## src/rtl/sram_sdp_aw.sv

```systemverilog
// Simple dual-port SRAM with independent write/read widths, registered read data,
// optional output stage and selectable read-first / write-through collision policy.
module sram_sdp_aw #(
  parameter int unsigned WRITE_WIDTH = 4,
  parameter int unsigned READ_WIDTH  = 16,
  parameter int unsigned DEPTH       = 8,
  parameter int unsigned OUT_REG     = 0,
  parameter int unsigned READ_MODE   = 0,
  parameter int unsigned WRITE_ADDR  = $clog2(DEPTH) +
    ((WRITE_WIDTH < READ_WIDTH) ? $clog2(READ_WIDTH / WRITE_WIDTH) : 0),
  parameter int unsigned READ_ADDR   = $clog2(DEPTH) +
    ((READ_WIDTH < WRITE_WIDTH) ? $clog2(WRITE_WIDTH / READ_WIDTH) : 0)
) (
  input  logic                   clk_i,
  input  logic                   rst_i,
  input  logic                   wr_en_i,
  input  logic [WRITE_ADDR-1:0]  wr_addr_i,
  input  logic [WRITE_WIDTH-1:0] wr_data_i,
  input  logic                   rd_en_i,
  input  logic [READ_ADDR-1:0]   rd_addr_i,
  output logic [READ_WIDTH-1:0]  rd_data_o,
  output logic                   rd_valid_o
);

  localparam int unsigned MIN_W = (WRITE_WIDTH < READ_WIDTH) ? WRITE_WIDTH : READ_WIDTH;
  localparam int unsigned MAX_W = (WRITE_WIDTH < READ_WIDTH) ? READ_WIDTH : WRITE_WIDTH;
  localparam int unsigned RATIO = MAX_W / MIN_W;
  localparam int unsigned LANES = DEPTH * RATIO;
  localparam int unsigned LW    = $clog2(LANES);
  // Number of lanes each port touches per access.
  localparam int unsigned WR_N  = (WRITE_WIDTH > READ_WIDTH) ? RATIO : 1;
  localparam int unsigned RD_N  = (READ_WIDTH > WRITE_WIDTH) ? RATIO : 1;

  if ((MAX_W % MIN_W) != 0 || (RATIO & (RATIO - 1)) != 0 ||
      DEPTH < 2 || (DEPTH & (DEPTH - 1)) != 0) begin : g_bad_geometry
    $fatal(1, "sram_sdp_aw: widths must differ by a power-of-two ratio and DEPTH must be a power of two >= 2");
  end
  if (WRITE_ADDR != LW - $clog2(WR_N) || READ_ADDR != LW - $clog2(RD_N)) begin : g_bad_addr
    $fatal(1, "sram_sdp_aw: address widths inconsistent with DEPTH and widths");
  end

  logic [MIN_W-1:0]      mem [LANES];
  logic [LW-1:0]         wr_base;
  logic [LW-1:0]         rd_base;
  logic [READ_WIDTH-1:0] rd_word_c;
  logic [READ_WIDTH-1:0] s1_data;
  logic                  s1_valid;

  assign wr_base = LW'(wr_addr_i) << $clog2(WR_N);
  assign rd_base = LW'(rd_addr_i) << $clog2(RD_N);

  // Lane storage; not reset, writes suppressed while in reset.
  always_ff @(posedge clk_i) begin
    if (wr_en_i && !rst_i) begin
      for (int j = 0; j < WR_N; j++) begin
        mem[wr_base + LW'(j)] <= wr_data_i[j*MIN_W +: MIN_W];
      end
    end
  end

  // Assemble read lanes little-endian, overlaying same-edge write data in write-through mode.
  always_comb begin
    logic [LW-1:0] lane;
    logic [LW-1:0] off;
    rd_word_c = '0;
    lane      = '0;
    off       = '0;
    for (int j = 0; j < RD_N; j++) begin
      lane = rd_base + LW'(j);
      off  = lane - wr_base;
      rd_word_c[j*MIN_W +: MIN_W] = mem[lane];
      if (READ_MODE == 1 && wr_en_i && off < LW'(WR_N)) begin
        rd_word_c[j*MIN_W +: MIN_W] = wr_data_i[int'(off)*MIN_W +: MIN_W];
      end
    end
  end

  // First read stage: data only updates on an accepted read, so it holds otherwise.
  always_ff @(posedge clk_i or posedge rst_i) begin
    if (rst_i) begin
      s1_data  <= '0;
      s1_valid <= 1'b0;
    end else begin
      s1_valid <= rd_en_i;
      if (rd_en_i) begin
        s1_data <= rd_word_c;
      end
    end
  end

  if (OUT_REG != 0) begin : g_out_reg
    logic [READ_WIDTH-1:0] s2_data;
    logic                  s2_valid;

    always_ff @(posedge clk_i or posedge rst_i) begin
      if (rst_i) begin
        s2_data  <= '0;
        s2_valid <= 1'b0;
      end else begin
        s2_data  <= s1_data;
        s2_valid <= s1_valid;
      end
    end

    assign rd_data_o  = s2_data;
    assign rd_valid_o = s2_valid;
  end else begin : g_no_out_reg
    assign rd_data_o  = s1_data;
    assign rd_valid_o = s1_valid;
  end

endmodule

```

## config.mk

```make
export PLATFORM = sky130hd
export DESIGN_NAME = sram_sdp_aw
export DESIGN_NICKNAME = d
export VERILOG_FILES = /design/src/rtl/sram_sdp_aw.sv
export SDC_FILE = /design/constraint.sdc
export NUM_CORES = 1
export LEC_CHECK = 0
export BUFFER_PORTS_ARGS = -buffer_cell sky130_fd_sc_hd__buf_2
export CORE_MARGIN = 1
export CORE_UTILIZATION = 65
export DETAILED_ROUTE_END_ITERATION = 7
export HOLD_SLACK_MARGIN = 0.03
export PLACE_DENSITY_LB_ADDON = 0.25
export SYNTH_ARGS = -nofsm -noshare
export SYNTH_HDL_FRONTEND = slang
export SYNTH_SLANG_ARGS = --single-unit
```

## constraint.sdc

```tcl
create_clock -name clk_i -period 2.3 [get_ports clk_i]
set_input_delay 0.115 -clock clk_i [delete_from_list [all_inputs] [get_ports clk_i]]
set_output_delay 0.115 -clock clk_i [all_outputs]
set_load 0.01 [all_outputs]
```

; ---- Word-level counts from Yosys, hierarchy flattened
; Memories as Yosys holds them, arrays and structs flattened. A register that Yosys moved wholly into a read port is not among the register bits.
; Index checks and enable logic that the tools add are counted.
[totals]
regBits = 1
ramBits = 128
input_bits = 16
out_inout_bits = 17
n_memories = 1
[mem_list]
columns = name, words, width, rd, rd_ports_with_merged_regs, write_ports, line
row1 = mem, 32, 4, 4, 4, 1, 42  ; logic [MIN_W-1:0] mem [LANES];
[op_classes]
n_addsub = 3
mux = 2
reduce_logical = 2
[op_table]
columns = op, count
row1 = adder 5 x 2 -> 5 bit (second input constant), 2
row2 = adder 5 x 1 -> 5 bit (second input constant), 1
row3 = two-way mux 1 bit, 2
row4 = logical AND 1 bit, 1
row5 = logical NOT 1 bit, 1

; ---- Logic depth before layout (Yosys ltp)
; Gate-level depths: netlist (run 1).
[logic_depth]
depth_word = 4
ltp_mapped = 6
mapped_depth_nobuf = 3

; ---- Worst setup path before layout (run 1)
; No wires, ideal clock.
[synth_path]
kind = input to register
from = in rst_i
to = mem mem[13][0] (netlist name), enable pin
setup_time_ns = 0.330
arrival_time_ns = 1.166
setup_slack_ns = 0.804
path_stages = 3
cell_sequence = inv_1 -> nand4b_1 -> nor2_1
[synth_via]
elab_chain_cells = 4
[synth_rtl]
columns = element, line
row1 = from (decl), 15  ; input logic rst_i,
row2 = logical NOT 1 bit (no line), n/a
row3 = logical AND 1 bit, 54  ; if (wr_en_i && !rst_i) begin
row4 = two-way mux 1 bit, 54
row5 = two-way mux 1 bit (implied by the code), 56  ; mem[wr_base + LW'(j)] <= wr_data_i[j*MIN_W +: MIN_W];
row6 = to (decl), 42
; Every way passes these cells.

; ---- Worst setup path in the final report (run 1)
[layout_path]
from = in rst_i
to = mem mem[21][2] (netlist name), enable pin
; The elaborated chain is that of the path after synthesis.

==> results.yml, run 1 <==
synthesis:
  yosysUniqueCellTypes: 22
  synth_common_cells: "128 x edfxtp_1, 48 x mux2i_1, 33 x nor2_1, 33 x nor2b_1"
  synth_cells: 359
  yosysMostFrequentCell: "edfxtp_1"
  netlist.top_cell.by_area: "edfxtp_1"
  syn-num-nets: 375
  yosysWarnings: 0
  synth_area_um2: 5840
  ys_top_cells_by_area: "edfxtp_1 66%, mux2i_1 8.2%, dfrtp_1 7.3%"
  synth_seq_cells: 145
  synth_top_area_share_pct: 65.8
  syn_avg_cell_area_um2: 16.3
  synth_edf_count: 128
  yosysSeqAreaShare_pct: 73.1
  async_flop_share_pct: 11.7
  synth-main-ff-cell: "edfxtp_1"
floorplanning:
  dieArea_um2: 9370
  rows: 34
  core_um2: 8720
  die_w_um: 96.8
  die_y_um: 96.8
  start_util_pct: 67.0
  io_pins: 33
sta:
  hold_slack_ps: 129
  fin_skew_ps: 7.52
  finalWorstSetupSlack_ps: 97.5
  setup_viol: 0
  hold_viol: 0
  rsz0062_at_grt: "true"
  slew_headroom_pct: 17.4
  min_period_ps: 2200
  finalMaxSlewViolations: 0
  max_freq_mhz: 454
  tightest_slew_ps: 1230
  finalCritPeriodShare_pct: 95.8
hold_path:
  hp-class: "input pin to flip-flop"
route:
  wl_per_cell_um: 23.8
  drc_errors: 0
  num_vias: 3335
  ant_nets: 0
  drt_wl_total_um: 12300
  first_pass_iters: 5
  drt_iter0_markers: 345
  viasPerCell: 6.46
placed_design:
  dp_hpwl_um: 7490
  gp_congestion: 0.808
  dp_slack_ps: 432
  dp.cells: 482
  io_buffer_count: 32
status:
  status: "finished clean"
clock_network:
  post_cts_buffers: 0
  cts.sinks: 145
  cts_tree: "built"
  clock_latency_ps: 520
  clockRootBuffer: "clkbuf_8"
  htree_levels: 4
  cts_buffers: 17
  clk_pin_slew_ps: 60
  cts_buffer_depth: 2
power:
  clock_power_share_pct: 48.6
  ir_worst_vdd_mv: 0.519
  pwr-share-comb_pct: 5.5
  total_leakage_power_nw: 2.47
  p_int_w: 0.00514
  p_total_w: 0.00640
  p_switching_w: 0.00127
  powerDensity_nw_per_um2: 947
  seqPwrFrac_pct: 45.9
  p_sw_share_pct: 19.8
flow_run:
  drv_cap: 0
global_routing:
  antenna_found_initial: 0
  grt_pass1_vias: 3227
  grt_max_degree: 35
  grt_overflow: 0
  track_usage_pct: 28.0
  grt_pass1_wl_um: 18900
critical_path:
  crit_required_ps: 2480
  path_max_fanout: 8
  startpoint_type: "input pin"
  worstSetupPathType: "input pin to flip-flop"
  crit_arrival_ps: 2380
  end_kind: "flip-flop"
layout:
  seq_area_um2: 4270
  utilization_pct: 77.5
  syn2layout_area_growth_pct: 15.7
  n_fill_cell: 499
  antenna_cells: 0
  layout.nets: 412
  fin_cells: 516
  multi_input_area_um2: 1420
  drive_gt1_share_pct: 18.1
-- timing repair --
action | in CTS | in global routing
hold buffers | 3 | 0
hold endpoints to repair | 18 | 0
setup endpoints to repair | 0 | 20
resized for setup | 0 | 1
-- cell families after synthesis --
kind of cell    share of synthesized area [%]
compound gates                           7.20
flops                                    73.1
simple gates                             8.87
buf+inv                                  2.61
mux                                      8.23
-- power groups by stage --
| stage | Sequential (W) | Clock (W) | Combinational (W) |
|---|---|---|---|
| after floorplan | 0.00300 | 0 | 0.000194 |
| after global placement | 0.00299 | 0 | 0.000337 |
| after detailed placement | 0.00299 | 0 | 0.000346 |
| after CTS | 0.00294 | 0.00312 | 0.000352 |
| after global routing | 0.00294 | 0.00324 | 0.000379 |
| final | 0.00294 | 0.00311 | 0.000354 |
-- critical path, stage by stage --
cell and delay, ps:
dlygate4sd3_1 530, buf_2 120, dlygate4sd3_1 550, inv_1 130
nand4b_1 450, nor2_1 480
-- flip-flops by register name (all words and copies together) (netlist names) --
register	flops
rd_data_o	16
mem	128
rd_valid_o	1
-- cell usage in the layout, fill, tap and decap left out, types with 2 or more instances in the layout --
cell type,instances
a211o_1,16
a22oi_1,16
a41o_1,16
buf_12,2
buf_2,31
buf_4,4
bufinv_16,7
clkbuf_16,16
clkinv_2,2
clkinv_4,2
clkinvlp_4,2
dfrtp_1,17
dlygate4sd3_1,3
edfxtp_1,128
mux2i_1,48
nand3_1,17
nand3b_1,3
nand4b_1,2
nor2_1,32
nor2b_1,33
or3b_2,3
-- layer usage --
metal,GRT usage (%),vias up,routed length (um)
met4,9.76,0,160
met5,0,-,0
li1,-,1475,-
met1,41.7,1649,5260
met2,42.5,193,5890
met3,5.06,18,975
-- path summary, 6_finish.rpt --
| check | startpoint | endpoint | slack, ps | cells past startpoint |
|---|---|---|---|---|
| max reg2reg | mem[14][2]$_DFFE_PP_ | rd_data_o[10]$_DFFE_PP0P_ | 1000 | 3 |
| min | rd_addr_i[1] | rd_data_o[6]$_DFFE_PP0P_ | 130 | 3 |
| max | rst_i | mem[21][2]$_DFFE_PP_ | 100 | 6 |
| min in group asynchronous | rst_i | rd_data_o[13]$_DFFE_PP0P_ | 570 | 4 |
| min reg2reg | rd_data_o[4]$_DFFE_PP0P_ | rd_data_o[4]$_DFFE_PP0P_ | 590 | 2 |
| max in group asynchronous | rst_i | rd_data_o[12]$_DFFE_PP0P_ | 1260 | 5 |
-- per-stage QoR --
| step | cell area, um2 | TNS (ps) |
|---|---|---|
| finish | 6760 | 0 |
| floorplan | 5840 | 0 |
| detailed placement | 6050 | 0 |
| CTS | 6760 | 0 |
| global route | 6760 | -270 |
| global placement | 6050 | 0 |
-- layout make-up --
cell class              count  area share, %
multi-input cells         191           21.0
clock buffers              17           6.13
flip-flops and latches    145           63.2
clock inverters            14           3.87
inverters                   1         0.0555
repair buffers             40           3.78
well taps                 108           2.00
No activity file was read; power rests on OpenSTA's default activity.
==> run 2, diff against run 1 <==
--- a/config.mk
+++ b/config.mk
@@ -7,7 +7,7 @@
 export LEC_CHECK = 0
 export BUFFER_PORTS_ARGS = -buffer_cell sky130_fd_sc_hd__buf_2
 export CORE_MARGIN = 1
-export CORE_UTILIZATION = 65
+export CORE_UTILIZATION = 50
 export DETAILED_ROUTE_END_ITERATION = 7
 export HOLD_SLACK_MARGIN = 0.03
 export PLACE_DENSITY_LB_ADDON = 0.25
==> run 2 against run 1 <==
Net effect:
- the run now ends with DRC left
- wire length up 1.6%
- global-route usage down 5.5 points
- clock power down 12%
- register-to-register slack better by 170 ps
- core utilization down 19 points
- first-iteration DRC count down 29%
- setup slack better by 320 ps
- worst hold slack better by 17 ps
- fmax up 17%
- power down 5.9%
- die area up 29%
==> results.yml, run 2 (same netlist as run 1, synthesis figures left out) <==
layout:
  multi_input_area_um2: 1420
  final_cell_mix: "128 x edfxtp_1, 48 x mux2i_1, 33 x nor2b_1, 33 x nor2_1, 31 x buf_2"
  largest_reg_flops: 128
  n_fill_cell: 877
  final_common_cell: "edfxtp_1"
  regMostFlops: "mem"
  layout.nets: 414
  drive_gt1_share_pct: 19.0
  seq_area_um2: 4270
  antenna_cells: 0
  syn2layout_area_growth_pct: 15.0
clock_network:
  htree_levels: 4
  post_cts_buffers: 0
  clockRootBuffer: "clkbuf_16"
  clock_latency_ps: 410
  cts.sinks: 145
  clk_pin_slew_ps: 60
  cts_buffer_depth: 2
  cts_buffers: 17
  cts_tree: "built"
critical_path:
  end_kind: "flip-flop"
  crit_arrival_ps: 1960
  cp_slowest_cell: "dlygate4sd3_1"
  r2r_slack_ps: 1170
  startpoint_type: "input pin"
  worstSetupPathType: "input pin to flip-flop"
  crit_required_ps: 2380
  slowest_delay_ps: 530
  path_max_fanout: 9
  crit_chain: "dlygate4sd3_1, buf_2, inv_1, nand4b_1, nor2_1"
  r2r_start: "mem[13][3]$_DFFE_PP_"
  timing.rr.end: "rd_data_o[7]$_DFFE_PP0P_"
  reg2reg_depth: 3
sta:
  finalCritPeriodShare_pct: 81.6
  min_period_ps: 1880
  rsz0062_at_grt: "false"
  hold_viol: 0
  setup_viol: 0
  tightest_slew_ps: 693
  setup_tns_ps: 0
  fin_skew_ps: 5.40
  max_freq_mhz: 533
  finalMaxSlewViolations: 0
  slew_headroom_pct: 53.8
placed_design:
  gp_congestion: 0.739
  io_buffer_count: 32
  dp_hpwl_um: 7800
route:
  wl_per_cell_um: 22.6
  drt_iter0_markers: 244
  drc_errors: 2
  viasPerCell: 5.86
  drt_wl_total_um: 12500
  ant_nets: 0
  first_pass_iters: 6
  num_vias: 3245
status:
  violations: "DRC"
  status: "complete, but fails checks"
power:
  powerDensity_nw_per_um2: 897
  ir_worst_vdd_mv: 0.523
  total_leakage_power_nw: 2.44
  p_total_w: 0.00602
global_routing:
  grt_pass1_wl_um: 18500
  antenna_found_initial: 0
  track_usage_pct: 22.5
  grt_pass1_vias: 3299
  grt_max_degree: 43
  grt_overflow: 0
flow_run:
  drv_cap: 0
floorplanning:
  start_util_pct: 51.2
  die_y_um: 110
  dieArea_um2: 12100
  io_pins: 33
  core_um2: 11400
  die_w_um: 110
  rows: 39
hold_path:
  hold_start: "rd_en_i"
  hold-path-endpoint: "rd_valid_o$_DFF_PP0_"
  whs_path_depth: 1
  hp-class: "input pin to flip-flop"
==> run 2: changes by cell type in the layout (fill, tap and decap cells not counted), moves of 2 or more <==
| cell | delta |
|---|---|
| buf_4 | +6 |
| dlygate4sd3_1 | -2 |
| inv_6 | +4 |
| buf_12 | -2 |
| bufinv_16 | -5 |
==> run 2: metrics by stage <==
stage	setup slack, ps	hold slack [ps]	std cells	utilization (%)	instance area, um2
2_1_floorplan	804	66.1	359	-	5840
3_3_place_gp	535	83.1	521	53.4	6100
3_5_place_dp	506	106	521	53.4	6100
4_1_cts	393	122	554	58.8	6710
5_1_grt	223	147	554	58.8	6710
6_report	422	146	554	58.8	6710
==> run 2: final cells by class <==
type | instances | share of cell area, %
Inverter | 1 | 0.0559
Multi-Input combinational cell | 191 | 21.1
Clock buffer | 19 | 6.75
Tap cell | 143 | 2.66
Clock inverter | 13 | 2.24
Sequential cell | 145 | 63.6
Timing Repair Buffer | 42 | 3.58
==> run 2: layer usage <==
layer	GRT usage (%)	wire length, um
met1	28.8	5290
met2	36.0	6180
met3	7.17	818
met4	8.57	206
met5	0	0
==> run 2: report_power, final <==
| group | switching (W) | internal [W] |
|---|---|---|
| sequential | 0.0000236 | 0.00292 |
| combinational | 0.000222 | 0.000133 |
| clock | 0.00105 | 0.00167 |
==> run 2: what timing repair did <==
item	4_1_cts	5_1_grt
hold buffers	1	0
gates resized for setup	0	0
endpoints found under the hold margin	7	0
==> run 2: worst max-delay path by stage <==
stage	start	to	slack, ps
floorplan	rst_i	mem[13][0]$_DFFE_PP_	800
global placement	wr_addr_i[0]	mem[24][0]$_DFFE_PP_	540
detailed placement	wr_addr_i[0]	mem[24][0]$_DFFE_PP_	510
CTS	rst_i	mem[17][0]$_DFFE_PP_	390
global route	rst_i	mem[17][0]$_DFFE_PP_	220
finish	rst_i	mem[13][3]$_DFFE_PP_	420
==> run 2: worst max-delay path: cells and delay by family <==
kind	cells	cell delay, ps
buf+inv	3	930
simple gates	2	910
==> run 3, diff against run 2 <==
==> constraint.sdc (replaced) <==
create_clock -name clk_i -period 1.7 [get_ports clk_i]
set_input_delay 0.085 -clock clk_i [delete_from_list [all_inputs] [get_ports clk_i]]
set_output_delay 0.085 -clock clk_i [all_outputs]
set_load 0.01 [all_outputs]
==> run 3 against run 2 <==
Net effect:
- the run now ends clean
- critical path depth is the same
- register-to-register slack worse by 680 ps
- worst hold slack worse by 43 ps
- power rose by 35%
- design area rose by 0.80%
- clock skew about the same
- wire length fell by 4.0%
- sequential cell count unchanged
- critical path type unchanged
- largest cell class unchanged
==> results.yml, run 3 (same netlist as run 1, synthesis figures left out) <==
layout:
  largest_reg_flops: 128
  regMostFlops: "mem"
  layout.nets: 419
  stdcell_area_um2: 6770
  multi_input_area_um2: 1420
  n_fill_cell: 869
  antenna_cells: 0
  syn2layout_area_growth_pct: 15.9
  final_cell_mix: "128 x edfxtp_1, 48 x mux2i_1, 33 x nor2b_1, 33 x nor2_1, 31 x buf_2"
  final_common_cell: "edfxtp_1"
  seq_area_um2: 4270
  drive_gt1_share_pct: 19.7
sta:
  max_freq_mhz: 605
  slew_headroom_pct: 23.1
  finalMaxSlewViolations: 0
  fin_skew_ps: 5.24
  hold_viol: 0
  tightest_slew_ps: 1150
  finalCritPeriodShare_pct: 97.3
  min_period_ps: 1650
  rsz0062_at_grt: "true"
  setup_viol: 0
critical_path:
  crit_chain: "buf_2, dlygate4sd3_1, inv_1, nand4_1, nor2_1"
  worst-path-buf-inv: 3
  startpoint_type: "input pin"
  worstSetupPathType: "input pin to flip-flop"
  cp_slowest_cell: "dlygate4sd3_1"
  path_delay_family: "simple AND/OR/NAND/NOR gates"
  path_max_fanout: 8
  slowest_delay_ps: 550
  crit_arrival_ps: 1720
  crit_required_ps: 1770
  end_kind: "flip-flop"
hold_path:
  hp-class: "input pin to flip-flop"
clock_network:
  cts_buffers: 17
  htree_levels: 4
  clk_pin_slew_ps: 60
  cts_tree: "built"
  cts_buffer_depth: 2
  cts-resized-gates: 0
  clock_latency_ps: 410
  cts.sinks: 145
  post_cts_buffers: 0
  clockRootBuffer: "clkbuf_16"
placed_design:
  placed_cell_area_um2: 6160
  gp_congestion: 0.745
  io_buffer_count: 32
  dp_hpwl_um: 7620
power:
  ir_worst_vdd_mv: 0.702
  total_leakage_power_nw: 2.46
  p_total_w: 0.00815
  powerDensity_nw_per_um2: 1200
route:
  met3_length_um: 982
  drt_wl_total_um: 12000
  wl_met2_um: 5650
  ant_nets: 0
  highest-signal-layer: "met4"
  wl_per_cell_um: 21.5
  num_vias: 3279
  drt_iter0_markers: 247
  first_pass_iters: 5
  viasPerCell: 5.87
  drc_errors: 0
  met1_length_um: 5150
status:
  status: "finished clean"
floorplanning:
  io_pins: 33
  die_w_um: 110
  dieArea_um2: 12100
  start_util_pct: 51.2
  core_um2: 11400
  rows: 39
  die_y_um: 110
global_routing:
  grt_pass1_wl_um: 18100
  grt_overflow: 0
  track_usage_pct: 21.9
  grt_max_degree: 33
  grt_pass1_vias: 3214
  antenna_found_initial: 0
flow_run:
  drv_cap: 0
run 3: area by class of cell:
class,count,share of cell area (%)
clock buffer,18,6.34
clock inverter,14,2.44
inverter,1,0.0555
multi-input combinational,191,21.0
sequential,145,63.1
tap,143,2.64
timing repair buffer,47,4.47
run 3: report_power, final:
group	internal [W]	leakage, nW	switching (W)	total, W
clock	0.00230	0.278	0.00139	0.00369
sequential	0.00395	1.35	0.0000281	0.00397
combinational	0.000192	0.825	0.000298	0.000491
total	0.00644	2.46	0.00171	0.00815
run 3: repair_timing:
action,CTS,global route
hold buffers,1,0
endpoints found under the hold margin,17,0
endpoints found under the setup margin,0,26
run 3: final timing paths:
kind,slack [ps],endpoint,startpoint,cells after the start
max reg2reg,490,rd_data_o[9]$_DFFE_PP0P_,mem[14][1]$_DFFE_PP_,3
min,100,rd_valid_o$_DFF_PP0_,rd_en_i,1
min reg2reg,590,rd_data_o[8]$_DFFE_PP0P_,rd_data_o[8]$_DFFE_PP0P_,2
max,50,mem[3][0]$_DFFE_PP_,rst_i,5
min in group asynchronous,310,rd_data_o[9]$_DFFE_PP0P_,rst_i,4
max in group asynchronous,1240,rd_data_o[5]$_DFFE_PP0P_,rst_i,4
run 3: metal layers:
layer,track usage [%],up-vias
li1,-,1493
met1,30.1,1626
met2,33.2,143
met3,5.76,17
met4,8.95,0
met5,0,-
run 3: worst reg2reg max path: cells and delay by family (launching register included):
kind	cells	cell delay [ps]
compound gates	2	460
mux	1	290
flops	1	350
run 3: per-stage QoR:
step	utilization, %	worst slack, ps	instances	hold slack [ps]	setup TNS (ps)
finish	59.3	45.8	559	102	0
detailed placement	54.0	-51.7	526	173	-753
global placement	54.0	-65.4	526	170	-458
floorplan	-	234	359	36.1	0
CTS	59.3	43.9	559	83.4	0
global route	59.3	-67.0	559	109	-738
